## src/rtl/dmem_arbiter.sv

```systemverilog
// Round-robin arbiter sharing the single-port data memory between the core LSU (port 0)
// and the debug/DMA loader (port 1), with alignment checking and a bounded port-1 bus lock.
module dmem_arbiter #(
    parameter int BIT_WIDTH  = 32,
    parameter int ADDR_WIDTH = 32,
    parameter int LOCK_MAX   = 16
) (
    input  logic                  clk,
    input  logic                  rst_n,
    input  logic                  req0,
    input  logic                  req1,
    input  logic                  we0,
    input  logic                  we1,
    input  logic [ADDR_WIDTH-1:0] addr0,
    input  logic [ADDR_WIDTH-1:0] addr1,
    input  logic [BIT_WIDTH-1:0]  wdata0,
    input  logic [BIT_WIDTH-1:0]  wdata1,
    input  logic                  byte0,
    input  logic                  half0,
    input  logic                  byte1,
    input  logic                  half1,
    input  logic                  zext0,
    input  logic                  zext1,
    input  logic                  lock1,
    output logic                  gnt0,
    output logic                  gnt1,
    output logic                  rvalid0,
    output logic                  rvalid1,
    output logic [BIT_WIDTH-1:0]  rdata0,
    output logic [BIT_WIDTH-1:0]  rdata1,
    output logic                  err0,
    output logic                  err1,
    output logic [ADDR_WIDTH-1:0] mem_readAddr,
    output logic [ADDR_WIDTH-1:0] mem_writeAddr,
    output logic [BIT_WIDTH-1:0]  mem_writeData,
    output logic                  mem_writeEn,
    output logic                  mem_addr_byte,
    output logic                  mem_addr_half,
    output logic                  mem_zero_extend,
    input  logic [BIT_WIDTH-1:0]  mem_readData
);

    typedef enum logic [1:0] {UNLOCKED, LOCKED, COOLDOWN} lock_state_e;

    localparam logic [8:0] LOCK_LIMIT = 9'(LOCK_MAX);

    lock_state_e          state_q;
    logic [7:0]           lock_cnt_q;
    logic [8:0]           lock_cnt_d;
    logic                 last_owner_q;
    logic                 rvalid0_q, rvalid1_q, err0_q, err1_q;
    logic [BIT_WIDTH-1:0] rdata0_q, rdata1_q, rdata0_d, rdata1_d;
    logic                 byte0_w, half0_w, byte1_w, half1_w;
    logic                 mis0, mis1;
    logic [ADDR_WIDTH-1:0] mem_addr;

    function automatic logic misaligned(input logic [1:0] a, input logic is_byte, input logic is_half);
        if (is_byte)
            return 1'b0;
        if (is_half)
            return a[0];
        return a != 2'b00;
    endfunction

    // Both size bits high is illegal and collapses to a word access.
    assign byte0_w = byte0 & ~half0;
    assign half0_w = half0 & ~byte0;
    assign byte1_w = byte1 & ~half1;
    assign half1_w = half1 & ~byte1;
    assign mis0    = misaligned(addr0[1:0], byte0_w, half0_w);
    assign mis1    = misaligned(addr1[1:0], byte1_w, half1_w);

    assign gnt1 = rst_n & req1 & (state_q != COOLDOWN)
                & ((state_q == LOCKED) | ~req0 | ~last_owner_q);
    assign gnt0 = rst_n & req0 & ~gnt1;

    always_comb begin
        mem_addr        = '0;
        mem_writeData   = '0;
        mem_writeEn     = 1'b0;
        mem_addr_byte   = 1'b0;
        mem_addr_half   = 1'b0;
        mem_zero_extend = 1'b0;
        if (gnt0) begin
            mem_addr        = addr0;
            mem_writeData   = wdata0;
            mem_writeEn     = we0 & ~mis0;
            mem_addr_byte   = byte0_w;
            mem_addr_half   = half0_w;
            mem_zero_extend = zext0;
        end else if (gnt1) begin
            mem_addr        = addr1;
            mem_writeData   = wdata1;
            mem_writeEn     = we1 & ~mis1;
            mem_addr_byte   = byte1_w;
            mem_addr_half   = half1_w;
            mem_zero_extend = zext1;
        end
    end

    assign mem_readAddr  = mem_addr;
    assign mem_writeAddr = mem_addr;

    assign rdata0_d   = (we0 | mis0) ? '0 : mem_readData;
    assign rdata1_d   = (we1 | mis1) ? '0 : mem_readData;
    assign lock_cnt_d = {1'b0, lock_cnt_q} + 9'd1;

    always_ff @(posedge clk or negedge rst_n) begin
        if (!rst_n) begin
            rvalid0_q <= 1'b0;
            rvalid1_q <= 1'b0;
            err0_q    <= 1'b0;
            err1_q    <= 1'b0;
            rdata0_q  <= '0;
            rdata1_q  <= '0;
        end else begin
            rvalid0_q <= gnt0;
            rvalid1_q <= gnt1;
            err0_q    <= gnt0 & mis0;
            err1_q    <= gnt1 & mis1;
            if (gnt0)
                rdata0_q <= rdata0_d;
            if (gnt1)
                rdata1_q <= rdata1_d;
        end
    end

    // Lock FSM and round-robin history; a locked grant still counts as a port-1 win.
    always_ff @(posedge clk or negedge rst_n) begin
        if (!rst_n) begin
            state_q      <= UNLOCKED;
            lock_cnt_q   <= 8'd0;
            last_owner_q <= 1'b1;
        end else begin
            if (gnt1)
                last_owner_q <= 1'b1;
            else if (gnt0)
                last_owner_q <= 1'b0;
            case (state_q)
                UNLOCKED: begin
                    if (gnt1 && lock1) begin
                        lock_cnt_q <= 8'd1;
                        state_q    <= (LOCK_MAX <= 1) ? COOLDOWN : LOCKED;
                    end
                end
                LOCKED: begin
                    if (gnt1 && lock1 && (lock_cnt_d < LOCK_LIMIT)) begin
                        lock_cnt_q <= lock_cnt_d[7:0];
                    end else begin
                        lock_cnt_q <= 8'd0;
                        state_q    <= COOLDOWN;
                    end
                end
                COOLDOWN: begin
                    lock_cnt_q <= 8'd0;
                    state_q    <= UNLOCKED;
                end
                default: state_q <= UNLOCKED;
            endcase
        end
    end

    assign rvalid0 = rvalid0_q;
    assign rvalid1 = rvalid1_q;
    assign err0    = err0_q;
    assign err1    = err1_q;
    assign rdata0  = rdata0_q;
    assign rdata1  = rdata1_q;

endmodule

```

## config.mk

```make
export PLATFORM = sky130hd
export DESIGN_NAME = dmem_arbiter
export DESIGN_NICKNAME = d
export VERILOG_FILES = /design/src/rtl/dmem_arbiter.sv
export SDC_FILE = /design/constraint.sdc
export NUM_CORES = 1
export LEC_CHECK = 0
export ABC_AREA = 1
export CAP_MARGIN = 20
export CORE_AREA = 2 2 132 134
export DETAILED_ROUTE_END_ITERATION = 8
export DIE_AREA = 0 0 134 136
export PLACE_DENSITY = 0.64
export SYNTH_ARGS = -nofsm -noshare
export SYNTH_HDL_FRONTEND = slang
export SYNTH_SLANG_ARGS = --single-unit
export TNS_END_PERCENT = 20
```

## constraint.sdc

```tcl
create_clock -name clk -period 3.2 [get_ports clk]
set_input_delay 0.32 -clock clk [delete_from_list [all_inputs] [get_ports clk]]
set_output_delay 0.32 -clock clk [all_outputs]
set_load 0.03 [all_outputs]
```

==> flow_summary.toml <==
[sta]
worstMarginPinSlew_ns = 0.9138
hold_ws_ns = 0.3675
setup_slack_ns = 0.5266
rsz0062_at_grt = "false"
relSlewSlack = 0.3908
fmaxAchievable_ghz = 0.3741
timing.setup.tns_ns = 0
maxSlewViolCount = 0
finalHoldViolations = 0
setup_viol = 0
fin_crit_sh = 0.8354
period_needed_ns = 2.673
skew_ns = 0.004499

[global_routing]
antenna_found_initial = 2
grt_pass1_wl_microns = 26940
grt_max_degree = 71
track_usage = 0.1934
grt.overflow.total = 0
grt_pass1_vias = 4453

[yosys]
synth_top_area_frac = 0.4443
synth.area.top_cells = "dfrtp_1 44%, a22o_1 13%, nand2_1 12%"
syn_area_sq_mm = 0.004393
synth.ff_latch_count = 79
synth_top_area_cell = "dfrtp_1"
synth_cells = 503
yosysUniqueCellTypes = 28
syn_nets = 681
yosysSeqAreaShare = 0.4503
ys_warn_count = 0
avgSynthCellArea_sq_um = 8.734

[floorplanning]
rows = 48
die_w_microns = 134
start_util = 0.2603
die_height_microns = 136
dieArea_sq_mm = 0.01822
core_area_sq_mm = 0.01688
io_pins = 343

[cells_and_area]
diodes = 0
drive_gt1_frac = 0.1921
mostFrequentLayoutCells = "239 x clkdlybuf4s50_1, 136 x nand2_1, 99 x buf_4, 78 x dfrtp_1, 64 x a22o_1"
area_delta_synth_final_pct = 83.14
layout_commonest_cell = "clkdlybuf4s50_1"
nets = 980
stdcell_area_sq_mm = 0.008045

[pwr]
p_clk_frac = 0.271
p_int_mw = 2.928
ir_worst_vdd_v = 0.0003878
leakagePower_nw = 3.714
finalPower_mw = 4.682
pwr-share-comb = 0.462
swShare = 0.3746
power.switching_mw = 1.754
seqPwrFrac = 0.268
p_per_area_mw_per_mm2 = 581.9

[clocking]
htree_levels = 3
clockBufferDepth = 2
clk_pin_slew_ns = 0.06
clkSinkCount = 79
cts_root_buf = "clkbuf_16"
cts_tree = "yes"
clk-insertion-delay-late_ns = 0.33
cts_buffers = 9

[setup_path]
crit_path_start_kind = "flip-flop"
crit_required_ns = 2.88
critPathKind = "flip-flop to output port"
reg2reg_from = "state_q[1]$_DFFE_PN0P_"
crit_chain = "inv_1, ha_1, clkinv_1, nand3_1, nand2_2, nand3_2, inv_2, buf_4, a22o_1, buf_4"
cp.arrival_ns = 2.35
cp-end-kind = "output port"
max_stage_delay_ns = 0.40
critPathMostFrequentCell = "buf_4"
reg2reg_slack_ns = 0.93
path_max_fanout = 38
cp_slowest_cell = "dfrtp_1"
reg2reg_to = "rdata0[20]$_DFFE_PN0P_"
reg2reg_depth = 10

[worst_hold_path]
hp-class = "primary input to async pin"

[run]
cap_violations = 0

[detailed_routing]
wl_per_cell_microns = 17.71
firstDrtPassIters = 4
ant_nets = 0
vias = 4611
post-route-drc-count = 0
drt_iter0_drc = 307
viasPerCell = 4.468
wl_microns = 18280

[placed_design]
portBuffers = 342
placed_area_sq_mm = 0.007664
pre_cts_ws_ns = 0.7615
dp_hpwl_microns = 13940
gp_congestion = 0.7745

[run_status]
status = "complete, no violations"
## area by class of cell
| type | count | area [sq um] |
|---|---|---|
| Timing Repair Buffer | 354 | 3446 |
| Inverter | 35 | 131.4 |
| Sequential cell | 79 | 1978 |
| Fill cell | 1592 | 8831 |
| Tap cell | 225 | 281.5 |
| Clock buffer | 11 | 242.7 |
| Multi-Input combinational cell | 323 | 1837 |
| Clock inverter | 5 | 128.9 |
## cell usage after synthesis, drive strengths merged
| cell type | count |
|---|---|
| dfstp | 1 |
| a22o | 64 |
| nand2 | 139 |
| or2 | 1 |
| inv | 34 |
| clkbuf | 5 |
| o21ai | 39 |
| o22ai | 2 |
| clkinv | 1 |
| nor2 | 20 |
| ha | 5 |
| buf | 61 |
| a21oi | 3 |
| o31ai | 13 |
| nand4 | 5 |
| nand3 | 32 |
| dfrtp | 78 |
## worst max-delay path by stage
| stage | startpoint | to | cells past startpoint |
|---|---|---|---|
| after detailed placement | req0 | mem_readAddr[0] | 8 |
| final | state_q[1]$_DFFE_PN0P_ | mem_readAddr[31] | 10 |
| after global placement | req0 | mem_readAddr[18] | 8 |
| after floorplan | state_q[1]$_DFFE_PN0P_ | mem_writeAddr[1] | 10 |
| after global routing | state_q[1]$_DFFE_PN0P_ | mem_readAddr[0] | 10 |
| after CTS | state_q[1]$_DFFE_PN0P_ | mem_readAddr[31] | 10 |
## worst max-delay path, delay by kind of cell (launching register included)
family | cells | cell delay, ns
buffers and inverters | 5 | 0.80
flip-flops | 1 | 0.40
AND/OR/NAND/NOR | 3 | 0.30
AO/OA/AOI/OAI | 1 | 0.28
adder cells (fa/ha/maj) | 1 | 0.21
## registers in the layout, summed over array words and instances (netlist names)
signal	cells
err0	1
err1	1
last_owner_q	1
lock_cnt_q	8
rdata0	32
rdata1	32
rvalid0	1
rvalid1	1
state_q	2
## power by group through the flow
| stage | sequential (mW) | combinational, mW | clock, mW |
|---|---|---|---|
| 3_5_place_dp | 1.26 | 2.18 | 0 |
| 6_report | 1.25 | 2.16 | 1.27 |
| 2_1_floorplan | 1.53 | 0.946 | 0 |
| 5_1_grt | 1.28 | 2.30 | 1.34 |
| 4_1_cts | 1.25 | 2.19 | 1.30 |
| 3_3_place_gp | 1.26 | 2.17 | 0 |
## per-layer routing
metal  routed length [microns]  vias up  global-route usage
met1                      7419     2128              0.2429
met2                      8927      193              0.3262
li1                          -     2271                   -
met3                      1689       15             0.06339
met5                        27        -                   0
met4                       215        4             0.03901
## stage by stage
| step | instances | utilization |
|---|---|---|
| finish | 1032 | 0.4767 |
| global route | 1032 | 0.4767 |
| floorplan | 503 | - |
| global placement | 1015 | 0.4541 |
| CTS | 1032 | 0.4767 |
| detailed placement | 1015 | 0.4541 |
## repair_timing
action | CTS | global route
hold buffers | 1 | 0
resized for setup | 0 | 0
endpoints found under the setup margin | 0 | 0
buffers inserted | 0 | 0
hold endpoints to repair | 8 | 0
## kinds of logic after synthesis
| kind of cell | after synthesis | synth area share |
|---|---|---|
| compound gates | 121 | 0.2014 |
| buf+inv | 101 | 0.1324 |
| flops | 79 | 0.4503 |
| simple gates | 197 | 0.2017 |
| fa+ha+maj | 5 | 0.01424 |
No activity file was read; power rests on OpenSTA's default activity.
